--- src/rtl/hd_tree_pkg.sv ---
// Shared sizing helpers and accumulator overflow handling for the HD adder tree.
package hd_tree_pkg;

   localparam int ACC_MAX_W = 64;

   typedef logic signed [ACC_MAX_W-1:0] wide_t;

   typedef struct packed {
      logic  ovf;
      wide_t val;
   } sat_t;

   function automatic int tree_depth(input int ftsize);
      return $clog2(ftsize);
   endfunction

   function automatic int tree_width(input int input_width, input int ftsize);
      return input_width + $clog2(ftsize);
   endfunction

   function automatic bit level_registered(input int k, input int reg_every, input int depth);
      return ((k % reg_every) == 0) || (k == depth);
   endfunction

   // Out-of-range results clamp or wrap to w bits; ovf flags either case.
   function automatic sat_t sat_wrap(input wide_t full, input int w, input bit saturate);
      wide_t hi;
      wide_t lo;
      sat_t  r;
      hi    = (wide_t'(1) <<< (w - 1)) - wide_t'(1);
      lo    = -(wide_t'(1) <<< (w - 1));
      r.ovf = (full > hi) || (full < lo);
      if (!r.ovf)
         r.val = full;
      else if (saturate)
         r.val = (full > hi) ? hi : lo;
      else
         r.val = (full <<< (ACC_MAX_W - w)) >>> (ACC_MAX_W - w);
      return r;
   endfunction

endpackage

--- src/rtl/pipelined_accum_adder_tree_reduce.sv ---
// One adder-tree level: N lanes to N/2 pairwise sums, optionally registered with its sideband.
module tree_level_reduce #(
   parameter int N   = 2,
   parameter int W   = 8,
   parameter int SW  = 1,
   parameter bit REG = 1'b1
) (
   input  logic                 clk,
   input  logic                 reset,
   input  logic                 en,
   input  logic                 in_vld,
   input  logic [N*W-1:0]       din,
   input  logic [SW-1:0]        side_in,
   output logic                 out_vld,
   output logic [(N/2)*W-1:0]   dout,
   output logic [SW-1:0]        side_out
);

   logic [(N/2)*W-1:0] sum;

   // Width W already covers the full tree range, so pairwise adds cannot overflow.
   always_comb begin
      sum = '0;
      for (int i = 0; i < N/2; i++)
         sum[i*W +: W] = din[2*i*W +: W] + din[(2*i+1)*W +: W];
   end

   if (REG) begin : g_reg
      logic                 vld_p0;
      logic [(N/2)*W-1:0]   sum_p0;
      logic [SW-1:0]        side_p0;

      // ---- stage boundary: level register ----
      always_ff @(posedge clk or negedge reset) begin
         if (!reset)
            vld_p0 <= 1'b0;
         else if (en)
            vld_p0 <= in_vld;
      end

      always_ff @(posedge clk) begin
         if (en) begin
            sum_p0  <= sum;
            side_p0 <= side_in;
         end
      end

      assign out_vld  = vld_p0;
      assign dout     = sum_p0;
      assign side_out = side_p0;
   end else begin : g_comb
      logic unused_ctl;
      assign unused_ctl = ^{clk, reset, en};
      assign out_vld    = in_vld;
      assign dout       = sum;
      assign side_out   = side_in;
   end

endmodule

--- src/rtl/pipelined_accum_adder_tree.sv ---
// Lane reduction tree feeding a framed accumulator with bias, sticky overflow and full-pipeline stall.
module pipelined_accum_adder_tree
   import hd_tree_pkg::*;
#(
   parameter int INPUT_WIDTH = 8,
   parameter int DIM_WIDTH   = 16,
   parameter int FTSIZE      = 32,
   parameter int REG_EVERY   = 1,
   parameter int SATURATE    = 0
) (
   input  logic                                clk,
   input  logic                                reset,
   input  logic [FTSIZE-1:0][INPUT_WIDTH-1:0]  inputs,
   input  logic signed [DIM_WIDTH-1:0]         last_in,
   input  logic                                in_valid,
   input  logic                                in_first,
   input  logic                                in_last,
   output logic                                in_ready,
   output logic signed [DIM_WIDTH-1:0]         out,
   output logic                                out_valid,
   input  logic                                out_ready,
   output logic                                overflow
);

   localparam int D  = tree_depth(FTSIZE);
   localparam int TW = tree_width(INPUT_WIDTH, FTSIZE);
   localparam int SW = DIM_WIDTH + 2;

   logic en;
   assign en       = !(out_valid && !out_ready);
   assign in_ready = en;

   logic [FTSIZE*TW-1:0] lanes_ext;
   for (genvar i = 0; i < FTSIZE; i++) begin : g_ext
      assign lanes_ext[i*TW +: TW] = {{D{inputs[i][INPUT_WIDTH-1]}}, inputs[i]};
   end

   for (genvar k = 1; k <= D; k++) begin : g_lvl
      localparam int NI = FTSIZE >> (k - 1);
      logic [NI*TW-1:0]     din;
      logic [(NI/2)*TW-1:0] dout;
      logic                 vld_i;
      logic                 vld_o;
      logic [SW-1:0]        side_i;
      logic [SW-1:0]        side_o;

      if (k == 1) begin : g_src
         assign din    = lanes_ext;
         assign vld_i  = in_valid;
         assign side_i = {in_first, in_last, last_in};
      end else begin : g_src
         assign din    = g_lvl[k-1].dout;
         assign vld_i  = g_lvl[k-1].vld_o;
         assign side_i = g_lvl[k-1].side_o;
      end

      tree_level_reduce #(
         .N   (NI),
         .W   (TW),
         .SW  (SW),
         .REG (level_registered(k, REG_EVERY, D))
      ) u_reduce (
         .clk      (clk),
         .reset    (reset),
         .en       (en),
         .in_vld   (vld_i),
         .din      (din),
         .side_in  (side_i),
         .out_vld  (vld_o),
         .dout     (dout),
         .side_out (side_o)
      );
   end

   logic                        t_vld;
   logic                        t_first;
   logic                        t_last;
   logic signed [DIM_WIDTH-1:0] t_bias;
   logic [TW-1:0]               t_sum;

   assign t_vld                     = g_lvl[D].vld_o;
   assign t_sum                     = g_lvl[D].dout;
   assign {t_first, t_last, t_bias} = g_lvl[D].side_o;

   logic signed [DIM_WIDTH-1:0] acc_p1;
   logic                        open_p1;
   logic                        sticky_p1;
   logic signed [DIM_WIDTH-1:0] acc_next;
   logic                        sticky_next;
   logic                        start;
   wide_t                       full_w;
   sat_t                        res;

   // A beat with no open frame starts one, but only an explicit first carries the bias.
   always_comb begin
      start       = t_first || !open_p1;
      full_w      = wide_t'($signed(t_sum))
                  + (start   ? wide_t'(0) : wide_t'(acc_p1))
                  + (t_first ? wide_t'(t_bias) : wide_t'(0));
      res         = sat_wrap(full_w, DIM_WIDTH, SATURATE != 0);
      acc_next    = DIM_WIDTH'(res.val);
      sticky_next = (!start && sticky_p1) || res.ovf;
   end

   // ---- stage boundary: accumulator and result register ----
   always_ff @(posedge clk or negedge reset) begin
      if (!reset) begin
         acc_p1    <= '0;
         open_p1   <= 1'b0;
         sticky_p1 <= 1'b0;
         out       <= '0;
         out_valid <= 1'b0;
         overflow  <= 1'b0;
      end else if (en) begin
         out_valid <= t_vld && t_last;
         if (t_vld) begin
            acc_p1    <= acc_next;
            open_p1   <= !t_last;
            sticky_p1 <= sticky_next;
            if (t_last) begin
               out      <= acc_next;
               overflow <= sticky_next;
            end
         end
      end
   end

endmodule

--- config.mk ---
export PLATFORM = sky130hd
export DESIGN_NAME = pipelined_accum_adder_tree
export DESIGN_NICKNAME = d
export VERILOG_FILES = /design/src/rtl/hd_tree_pkg.sv /design/src/rtl/pipelined_accum_adder_tree_reduce.sv /design/src/rtl/pipelined_accum_adder_tree.sv
export SDC_FILE = /design/constraint.sdc
export NUM_CORES = 1
export LEC_CHECK = 0
export ABC_CLOCK_PERIOD_IN_PS = 12370
export CAP_MARGIN = 10
export CORE_MARGIN = 4
export CORE_UTILIZATION = 41
export DETAILED_ROUTE_END_ITERATION = 8
export PLACE_DENSITY = 0.63
export SYNTH_ARGS = -nofsm -noshare
export SYNTH_HDL_FRONTEND = slang
export SYNTH_SLANG_ARGS = --single-unit
--- constraint.sdc ---
create_clock -name clk -period 12.37 [get_ports clk]
set_input_delay 2.474 -clock clk [delete_from_list [all_inputs] [get_ports clk]]
set_output_delay 2.474 -clock clk [all_outputs]
set_load 0.005 [all_outputs]
Yosys cells after proc, flatten, opt, wreduce, memory -nomap -nowiden
Cells that the tools add are included.

Output and inout bits: 19. Register bits after elaboration: 534.

Bitwise gates (word level): 1. Order comparisons: 2. Reductions and logical operators: 13. Muxes and demuxes: 2. $add $sub $neg: 33.

Operator list (count): $add 13x13->13 (15); $add 8x8->9 (16); $mux 64 (2); $add 13x64->64 (1); $add 64x64->64 (1); $gt 64x16->1 const B (1); $lt 64x16->1 const B (1); $logic_not 1->1 (5); $logic_and 1x1->1 (3); $logic_or 1x1->1 (3); $reduce_and 3->1 (1); $reduce_and 2->1 (1); $not 1->1 (1).

Depth between registers and ports, before layout
Gate-level depths: netlist (run 1).

Depth after elaboration: 8. Gate-level depth with buffers: 23. Mapped depth without buffers: 22.

By module
Synthesis (run 1) repeated with hierarchy kept, for this count alone.

Cell total of the unflattened synthesis: 3026. Area, all modules: 34830.9 um^2.

By module, submodules not included: tree_level_reduce at g_lvl[1].u_reduce (area an instance 14831.7 um^2, sequential area each 6811.5 um^2, cells each 1276, instances 1); tree_level_reduce at g_lvl[2].u_reduce (area an instance 8325.5 um^2, sequential area each 3688.5 um^2, cells each 751, instances 1); tree_level_reduce at g_lvl[3].u_reduce (area an instance 4354.2 um^2, sequential area each 2127.0 um^2, cells each 358, instances 1); pipelined_accum_adder_tree (area an instance 3352.0 um^2, sequential area each 900.9 um^2, cells each 348, instances 1); tree_level_reduce at g_lvl[4].u_reduce (area an instance 2442.3 um^2, sequential area each 1346.3 um^2, cells each 189, instances 1); tree_level_reduce at g_lvl[5].u_reduce (area an instance 1525.2 um^2, sequential area each 955.9 um^2, cells each 104, instances 1).

Least setup slack after synthesis (run 1)
OpenSTA, ideal clock, no wires.

Path type: input to output. From: in out_ready. To: out in_ready. Arrival: 4627 ps. Cell stages on the path: 2. Setup slack: 5269 ps. Cells stage by stage: nand2b_1 > buf_6.

Longest elaborated chain between the ends: 3.

Ends and longest elaborated chain: start, declared (RTL line pipelined_accum_adder_tree.sv:21) `input logic out_ready,`; $logic_not 1->1 (RTL line pipelined_accum_adder_tree.sv:30) `assign en = !(out_valid && !out_ready);`; $logic_and 1x1->1 (RTL line pipelined_accum_adder_tree.sv:30); $logic_not 1->1 (RTL line pipelined_accum_adder_tree.sv:30); end, declared (RTL line pipelined_accum_adder_tree.sv:18) `output logic in_ready,`.

Every way passes these cells.

Worst setup path after layout (run 1)
From: reg g_lvl[5].u_reduce.g_reg.side_p0[17]. To: reg sticky_p1.

Longest elaborated chain between the ends: 7. Elaborated cells on any way between the ends: 11.

Ends and longest elaborated chain: start, declared (RTL line pipelined_accum_adder_tree_reduce.sv:31) `logic [SW-1:0] side_p0;`; start signal, assigned (RTL line pipelined_accum_adder_tree_reduce.sv:44) `side_p0 <= side_in;`; $logic_or 1x1->1 (RTL line pipelined_accum_adder_tree.sv:96) `start = t_first || !open_p1;`; $mux 64 (RTL line pipelined_accum_adder_tree.sv:98) `+ (start ? wide_t'(0) : wide_t'(acc_p1))`; $add 13x64->64 (RTL line pipelined_accum_adder_tree.sv:98); $add 64x64->64 (RTL line pipelined_accum_adder_tree.sv:99) `+ (t_first ? wide_t'(t_bias) : wide_t'(0));`; $gt 64x16->1 / $lt 64x16->1 (equally long branches) (RTL line hd_tree_pkg.sv:32) `r.ovf = (full > hi) || (full < lo);`; $logic_or 1x1->1 (RTL line hd_tree_pkg.sv:32); $logic_or 1x1->1 (*) (RTL line pipelined_accum_adder_tree.sv:102) `sticky_next = (!start && sticky_p1) || res.ovf;`; end signal, assigned (RTL line pipelined_accum_adder_tree.sv:119) `sticky_p1 <= sticky_next;`; end, declared (RTL line pipelined_accum_adder_tree.sv:87) `logic sticky_p1;`.

Every way passes the cells marked *; elsewhere a longest branch is shown, timed or not. A chain may end at the register's enable or synchronous reset.

==> impl_metrics.csv, run 1 <==
group,metric,value,unit
global_route,grt_pass1_wl,85490,µm
pwr,pwr-share-clk,17.2,%
placement,dpl_cell_area,31150,µm²
pwr,power_frac_seq,32.7,%
floorplanning,die_w,265.1,µm
detailed_routing,via_per_inst,4.908,
detailed_routing,dr_total_vias,16831,
detailed_routing,drtAntennaViolNets,0,
floorplanning,placeableCoreArea,65630,µm²
outcome,run_status,"completed",
job,maxCapViolations,0,
logic_synthesis,netlist_area,27110,µm²
cts,clk_latency,0.59,ns
cts,clkSlewWorstSetupHoldPaths,0.06,ns
floorplanning,io_pins,297,
placement,hpwl,39500,µm
logic_synthesis,synth_area_leaders,"edfxtp_1 48%, ha_1 14%, xnor2_1 6.3%, fa_1 4.7%, dfrtp_1 3.8%",
sta,min_period_over_period,52.08,%
detailed_routing,drt_iter0_drc,739,
logic_synthesis,syn-num-nets,2814,
logic_synthesis,synthFlopType,"edfxtp_1",
global_route,grt-busiest-layer,"met2",
logic_synthesis,synth.yosys.seq_area_share,51.30,%
worst_setup_path,cp-end-kind,"flip-flop",
logic_synthesis,yosysWarnings,0,
pwr,max-vdd-ir-drop,0.0001207,V
global_route,antenna_found_initial,2,
detailed_routing,post_drt_wl_per_cell,14.78,µm
global_route,grt_usage,14.52,%
cts,clock-sinks,470,
cells_and_area,syn2layout_area_growth,21.76,%
detailed_routing,wirelength,50680,µm
cells_and_area,final_cell_mix,"429 x edfxtp_1, 300 x ha_1, 295 x clkdlybuf4s50_1, 265 x inv_1, 195 x xnor2_1",
pwr,netSwitchingFraction,36.38,%
detailed_routing,dr.pass1.iters,7,
logic_synthesis,synth_cell_types,64,
worst_setup_path,critical_path_class,"reg -> reg",
worst_setup_path,cp.arrival,6.89,ns
sta,fmax,0.1552,GHz
cts,cts_tree,"yes",
sta,finalHoldViolations,0,
cells_and_area,nets,3160,
pwr,intPower,6.013,mW
sta,fin_crit,6.442,ns
sta,skew,0.02490,ns
pwr,power.switching,3.439,mW
cells_and_area,multi_input_area,12170,µm²
cts,clock_path_buffers,3,
cells_and_area,drive_gt1_share,5.970,%
cts,cts_buffers,53,
global_route,grt_max_degree,94,
global_route,grt_util_met1,18.72,%
pwr,p_leak,13.80,nW
cts,cts_resized,0,
cts,cts_hold_buf,0,
global_route,grt_use_met3,2.673,%
floorplanning,die_y,265.1,µm
floorplanning,placementRows,94,
cts,htreeDepth,2,
sta,rsz0062_at_grt,"false",
sta,slew_viol_final,0,
logic_synthesis,synth_seq_cells,470,
placement,globalplace.congestion,0.8686,
cells_and_area,final_area,33010,µm²
placement,io_buffers,296,
logic_synthesis,synth.avg_cell_area,12.48,µm²
sta,slew_headroom,27.21,%
logic_synthesis,synthArstFlopShare,8.723,%
logic_synthesis,yosys.area.top_type,"edfxtp_1",
cts,root_buffer,"clkbuf_16",
cts,cts_setup_buffers,0,
global_route,grt_pass1_vias,17928,
logic_synthesis,synth_top_cell_area_share,47.52,%
worst_setup_path,start_kind,"flip-flop",
cells_and_area,final_util,50.30,%
cells_and_area,fill_cells,5647,
logic_synthesis,synthCells,2172,
cells_and_area,regArea,13910,µm²
global_route,use_met2,25.23,%
pwr,comb_power_share,50.0,%
pwr,powerDensity,286.4,nW/µm²
floorplanning,initial_utilization,41.31,%
min_path,hp-class,"reg -> reg",
cells_and_area,layout_commonest_cell,"edfxtp_1",
worst_setup_path,required,12.82,ns
worst_setup_path,cp_max_fo,17,
sta,fin_setup_tns,0,ns
floorplanning,die-area,70300,µm²
logic_synthesis,synth_edf_count,429,
detailed_routing,drc,0,
sta,setup_viol,0,
sta,worst_pin_slew,1.092,ns
global_route,grt_overflow,0,
[worst max-delay path, cell delays in order (launching register included)]
cell and delay [ns]:
edfxtp_1 0.60, nor2b_1 0.88, and2_1 0.27, fa_1 0.42, ha_1 0.23, inv_1 0.08, fa_1 0.20, and2b_2 0.25
o31ai_4 0.24, a211oi_2 0.15, o21a_1 0.25, o21a_1 0.18, o21ai_1 0.37, a21oi_1 0.23, fa_1 0.52, nor4bb_1 0.35
nand4_1 0.14, nor4_1 0.28, nand4_1 0.16, nor4_2 0.15, a31oi_1 0.08, mux2_2 0.28
[cells in the mapped netlist, types with 22 or more instances]
cell type and count:
a21o_1 73, a21oi_1 180, and2_1 29, dfrtp_1 41
edfxtp_1 429, fa_1 64, ha_1 300, inv_1 265
mux2_2 28, nand2_1 55, nand2b_1 33, nor2_1 56
nor2b_1 40, o211ai_1 22, o21ai_0 111, o21bai_1 27
o31ai_1 23, xnor2_1 195, xor2_1 43
[power by group through the flow]
stage          registers (mW)  logic, mW  clock network [mW]
5_1_grt                  3.16       5.35                1.76
4_1_cts                  3.11       4.75                1.68
2_1_floorplan            3.01       3.63                   0
6_report                 3.09       4.73                1.63
3_3_place_gp             3.13       4.56                   0
3_5_place_dp             3.13       4.72                   0
[sequential cells by signal, indices dropped and copies added, names as in the netlist]
register	flops
g_lvl.u_reduce.out_vld	5
open_p1	1
out_valid	1
g_lvl.u_reduce.dout	339
sticky_p1	1
g_lvl.u_reduce.side_out	90
overflow	1
acc_p1	16
out	16
[layout make-up]
class                      instances  share of cell area, %
antenna                            2                0.01516
clock buffer                      66                  4.450
clock inverter                    34                  1.171
inverter                         265                  3.013
multi-input combinational       1427                  36.87
sequential                       470                  42.13
tap                              864                  3.275
timing repair buffer             301                  9.074
[cell families after synthesis]
| family | synth area share, % |
|---|---|
| compound gates | 11.57 |
| xor+xnor | 7.689 |
| fa+ha+maj | 18.57 |
| buf+inv | 3.840 |
| flops | 51.30 |
| mux | 1.163 |
| simple gates | 5.866 |
[metrics by stage]
step | hold slack (ns) | cells | worst slack (ns) | power, mW
after floorplan | 0.4003 | 2172 | 5.269 | 6.631
after global placement | 0.4013 | 3327 | 6.023 | 7.692
after detailed placement | 0.4045 | 3327 | 5.944 | 7.851
after CTS | 0.4164 | 3427 | 5.940 | 9.548
after global routing | 0.4208 | 3429 | 5.450 | 10.27
final | 0.4165 | 3429 | 5.928 | 9.452
[path summary, 6_finish.rpt]
path | end | from | depth (start not counted) | slack (ns)
max in group asynchronous | out[14] | reset | 1 | 9.74
worst min-delay path | g_lvl[4].u_reduce.side_out[10] | g_lvl[3].u_reduce.side_out[10] | 0 | 0.42
worst min register to register | g_lvl[4].u_reduce.side_out[10] | g_lvl[3].u_reduce.side_out[10] | 0 | 0.42
worst max register to register | sticky_p1 | g_lvl[5].u_reduce.side_out[17] | 21 | 5.93
worst max-delay path | sticky_p1 | g_lvl[5].u_reduce.side_out[17] | 21 | 5.93
min in group asynchronous | out[0] | reset | 1 | 2.03
[per-layer routing]
layer	wire length (µm)	share of wire, %
met4	1231	2.4
met1	22560	45
met3	2209	4.4
met2	24680	49
met5	0	0
(Power assumes the default switching activity.)
==> run 2: changes to the inputs <==
--- a/config.mk
+++ b/config.mk
@@ -5,7 +5,7 @@
 export SDC_FILE = /design/constraint.sdc
 export NUM_CORES = 1
 export LEC_CHECK = 0
-export ABC_CLOCK_PERIOD_IN_PS = 12370
+export ABC_CLOCK_PERIOD_IN_PS = 6200
 export CAP_MARGIN = 10
 export CORE_MARGIN = 4
 export CORE_UTILIZATION = 41
==> constraint.sdc (replaced) <==
create_clock -name clk -period 6.2 [get_ports clk]
set_input_delay 1.24 -clock clk [delete_from_list [all_inputs] [get_ports clk]]
set_output_delay 1.24 -clock clk [all_outputs]
set_load 0.005 [all_outputs]
==> run 2 against run 1 <==
Final cell count is essentially flat. Utilization shrank 0.052 points. Count of clock-buffer cells in the layout grew 3. Total power grew 99%. Largest power group unchanged. Highest routed layer unchanged.
==> impl_metrics.csv, run 2 (synthesis results as in run 1) <==
group,metric,value,unit
outcome,run_status,"completed",
placement,dpl_cell_area,31170,µm²
global_route,grt_pass1_wl,84350,µm
detailed_routing,dr_total_vias,16715,
sta,skew,0.02445,ns
worst_setup_path,rrSetupSlack,0.42,ns
global_route,grt_overflow,0,
worst_setup_path,critical_path_class,"reg -> reg",
worst_setup_path,reg2regPathDepth,21,
cts,clock-sinks,470,
worst_setup_path,start_kind,"flip-flop",
sta,rsz0062_at_grt,"false",
global_route,grt_pass1_vias,17631,
global_route,antenna_found_initial,2,
sta,slew_headroom,20.56,%
cts,cts_buffers,53,
worst_setup_path,cp_max_fo,10,
worst_setup_path,cpMostUsedCell,"fa_1",
worst_setup_path,cp-endpoint,"sticky_p1",
min_path,hp-class,"reg -> reg",
worst_setup_path,cp-end-kind,"flip-flop",
worst_setup_path,crit_chain,"nor2b_2 -> and2_1 -> fa_1 -> ha_1 -> inv_1 -> fa_1 -> and2b_2 -> o31ai_4 -> a211oi_2 -> o21a_1 -> o21a_1 -> o21ai_1 -> a21oi_1 -> fa_1 -> nor4bb_1 -> nand4_1 -> nor4_1 -> nand4_1 -> nor4_2 -> a31oi_1 -> mux2_2",
worst_setup_path,rr_startpoint,"g_lvl[5].u_reduce.side_out[17]",
sta,fin_hold_ws,0.4132,ns
floorplanning,die_w,265.1,µm
floorplanning,placeableCoreArea,65630,µm²
pwr,p_leak,13.79,nW
cts,clock_path_buffers,3,
cts,root_buffer,"clkbuf_16",
cts,cts_hold_buf,0,
placement,hpwl,39400,µm
cts,htreeDepth,2,
detailed_routing,drc,0,
cells_and_area,drive_gt1_share,5.621,%
floorplanning,initial_utilization,41.31,%
cells_and_area,final_cell_mix,"429 x edfxtp_1, 300 x ha_1, 295 x clkdlybuf4s50_1, 265 x inv_1, 195 x xnor2_1",
pwr,max-vdd-ir-drop,0.0002911,V
sta,min_period_over_period,93.15,%
sta,fin_setup_tns,0,ns
cells_and_area,final_area,32980,µm²
cells_and_area,layout_commonest_cell,"edfxtp_1",
placement,io_buffers,296,
worst_setup_path,cp_slowest_cell,"fa_1",
global_route,grt_max_degree,184,
worst_setup_path,r2r_end,"sticky_p1",
floorplanning,io_pins,297,
sta,finalHoldViolations,0,
detailed_routing,post_drt_wl_per_cell,14.85,µm
worst_setup_path,required,6.67,ns
detailed_routing,dr.pass1.iters,5,
sta,setup_viol,0,
global_route,grt_usage,14.42,%
sta,fmax,0.1731,GHz
floorplanning,die_y,265.1,µm
cts,cts_setup_buffers,0,
cts,clk_latency,0.60,ns
worst_setup_path,slowest_delay,0.54,ns
pwr,powerDensity,571.6,nW/µm²
floorplanning,placementRows,94,
cells_and_area,syn2layout_area_growth,21.63,%
detailed_routing,wirelength,50920,µm
worst_setup_path,cp.arrival,6.24,ns
detailed_routing,via_per_inst,4.876,
pwr,p_total,18.85,mW
sta,worst_pin_slew,1.192,ns
cells_and_area,largest_reg_flops,339,
detailed_routing,drtAntennaViolNets,0,
cells_and_area,multi_input_area,12170,µm²
detailed_routing,drt_iter0_drc,788,
cells_and_area,regArea,13910,µm²
cts,cts_tree,"yes",
sta,slew_viol_final,0,
sta,fin_crit,5.776,ns
cts,clkSlewWorstSetupHoldPaths,0.06,ns
worst_setup_path,setup.worst_path.start,"g_lvl[5].u_reduce.side_out[17]",
job,maxCapViolations,0,
placement,globalplace.congestion,0.8583,
floorplanning,die-area,70300,µm²
cells_and_area,nets,3160,
cells_and_area,fill_cells,5746,
run 2: cell types whose count changed in the layout (fill, tap and decap cells not counted), sizes merged:
cell	change
clkinvlp	-4
clkbuf	+3
run 2: worst min path at each step:
stage | startpoint | endpoint | slack (ns) | depth (start not counted)
finish | g_lvl[2].u_reduce.side_out[5] | g_lvl[3].u_reduce.side_out[5] | 0.41 | 0
global route | g_lvl[2].u_reduce.side_out[5] | g_lvl[3].u_reduce.side_out[5] | 0.42 | 0
CTS | g_lvl[2].u_reduce.side_out[5] | g_lvl[3].u_reduce.side_out[5] | 0.41 | 0
detailed placement | g_lvl[2].u_reduce.side_out[1] | g_lvl[3].u_reduce.side_out[1] | 0.40 | 0
global placement | g_lvl[2].u_reduce.side_out[8] | g_lvl[3].u_reduce.side_out[8] | 0.41 | 0
floorplan | g_lvl[1].u_reduce.side_out[0] | g_lvl[2].u_reduce.side_out[0] | 0.40 | 0
run 2: layout make-up:
type / count / area share (%)
diodes: 2 / 0.01518
well taps: 864 / 3.278
multi-input cells: 1427 / 36.91
repair buffers: 301 / 9.160
clock buffers: 69 / 4.329
flip-flops and latches: 470 / 42.18
clock inverters: 30 / 1.112
inverters: 265 / 3.017
run 2: metal layers:
layer,vias up,global-route usage [%],wire [µm]
met5,-,0,0
met4,0,4.697,1401
met3,89,2.285,1966
met2,298,25.21,24840
met1,7818,18.43,22710
li1,8510,-,-
run 2: where the power goes:
| group | internal (mW) | switching, mW | leakage (nW) | total, mW |
|---|---|---|---|---|
| Combinational | 4.40 | 5.13 | 7.97 | 9.53 |
| Sequential | 5.60 | 0.537 | 4.93 | 6.14 |
| Clock | 1.96 | 1.23 | 0.882 | 3.18 |
run 2: critical path, delay by kind of cell, from the launching register on:
kind                       cells  cell delay (ns)
buffers and inverters          1             0.07
adders and majority gates      4             1.37
and+or+nand+nor                8             1.96
muxes                          1             0.28
DFF                            1             0.40
AOI/OAI and AO/OA              7             1.57
run 2: repair_timing:
action,CTS,global route
setup endpoints to repair,0,2
endpoints found under the hold margin,0,0
resized for setup,0,1
run 2: metrics by stage:
step / setup slack (ns) / util (%) / std cells
CTS: 0.2579 / 50.23 / 3426
floorplan: 0.9316 / - / 2172
detailed placement: 0.2712 / 47.50 / 3327
global placement: 0.4337 / 47.50 / 3327
finish: 0.4244 / 50.25 / 3428
global route: 0.02707 / 50.25 / 3428
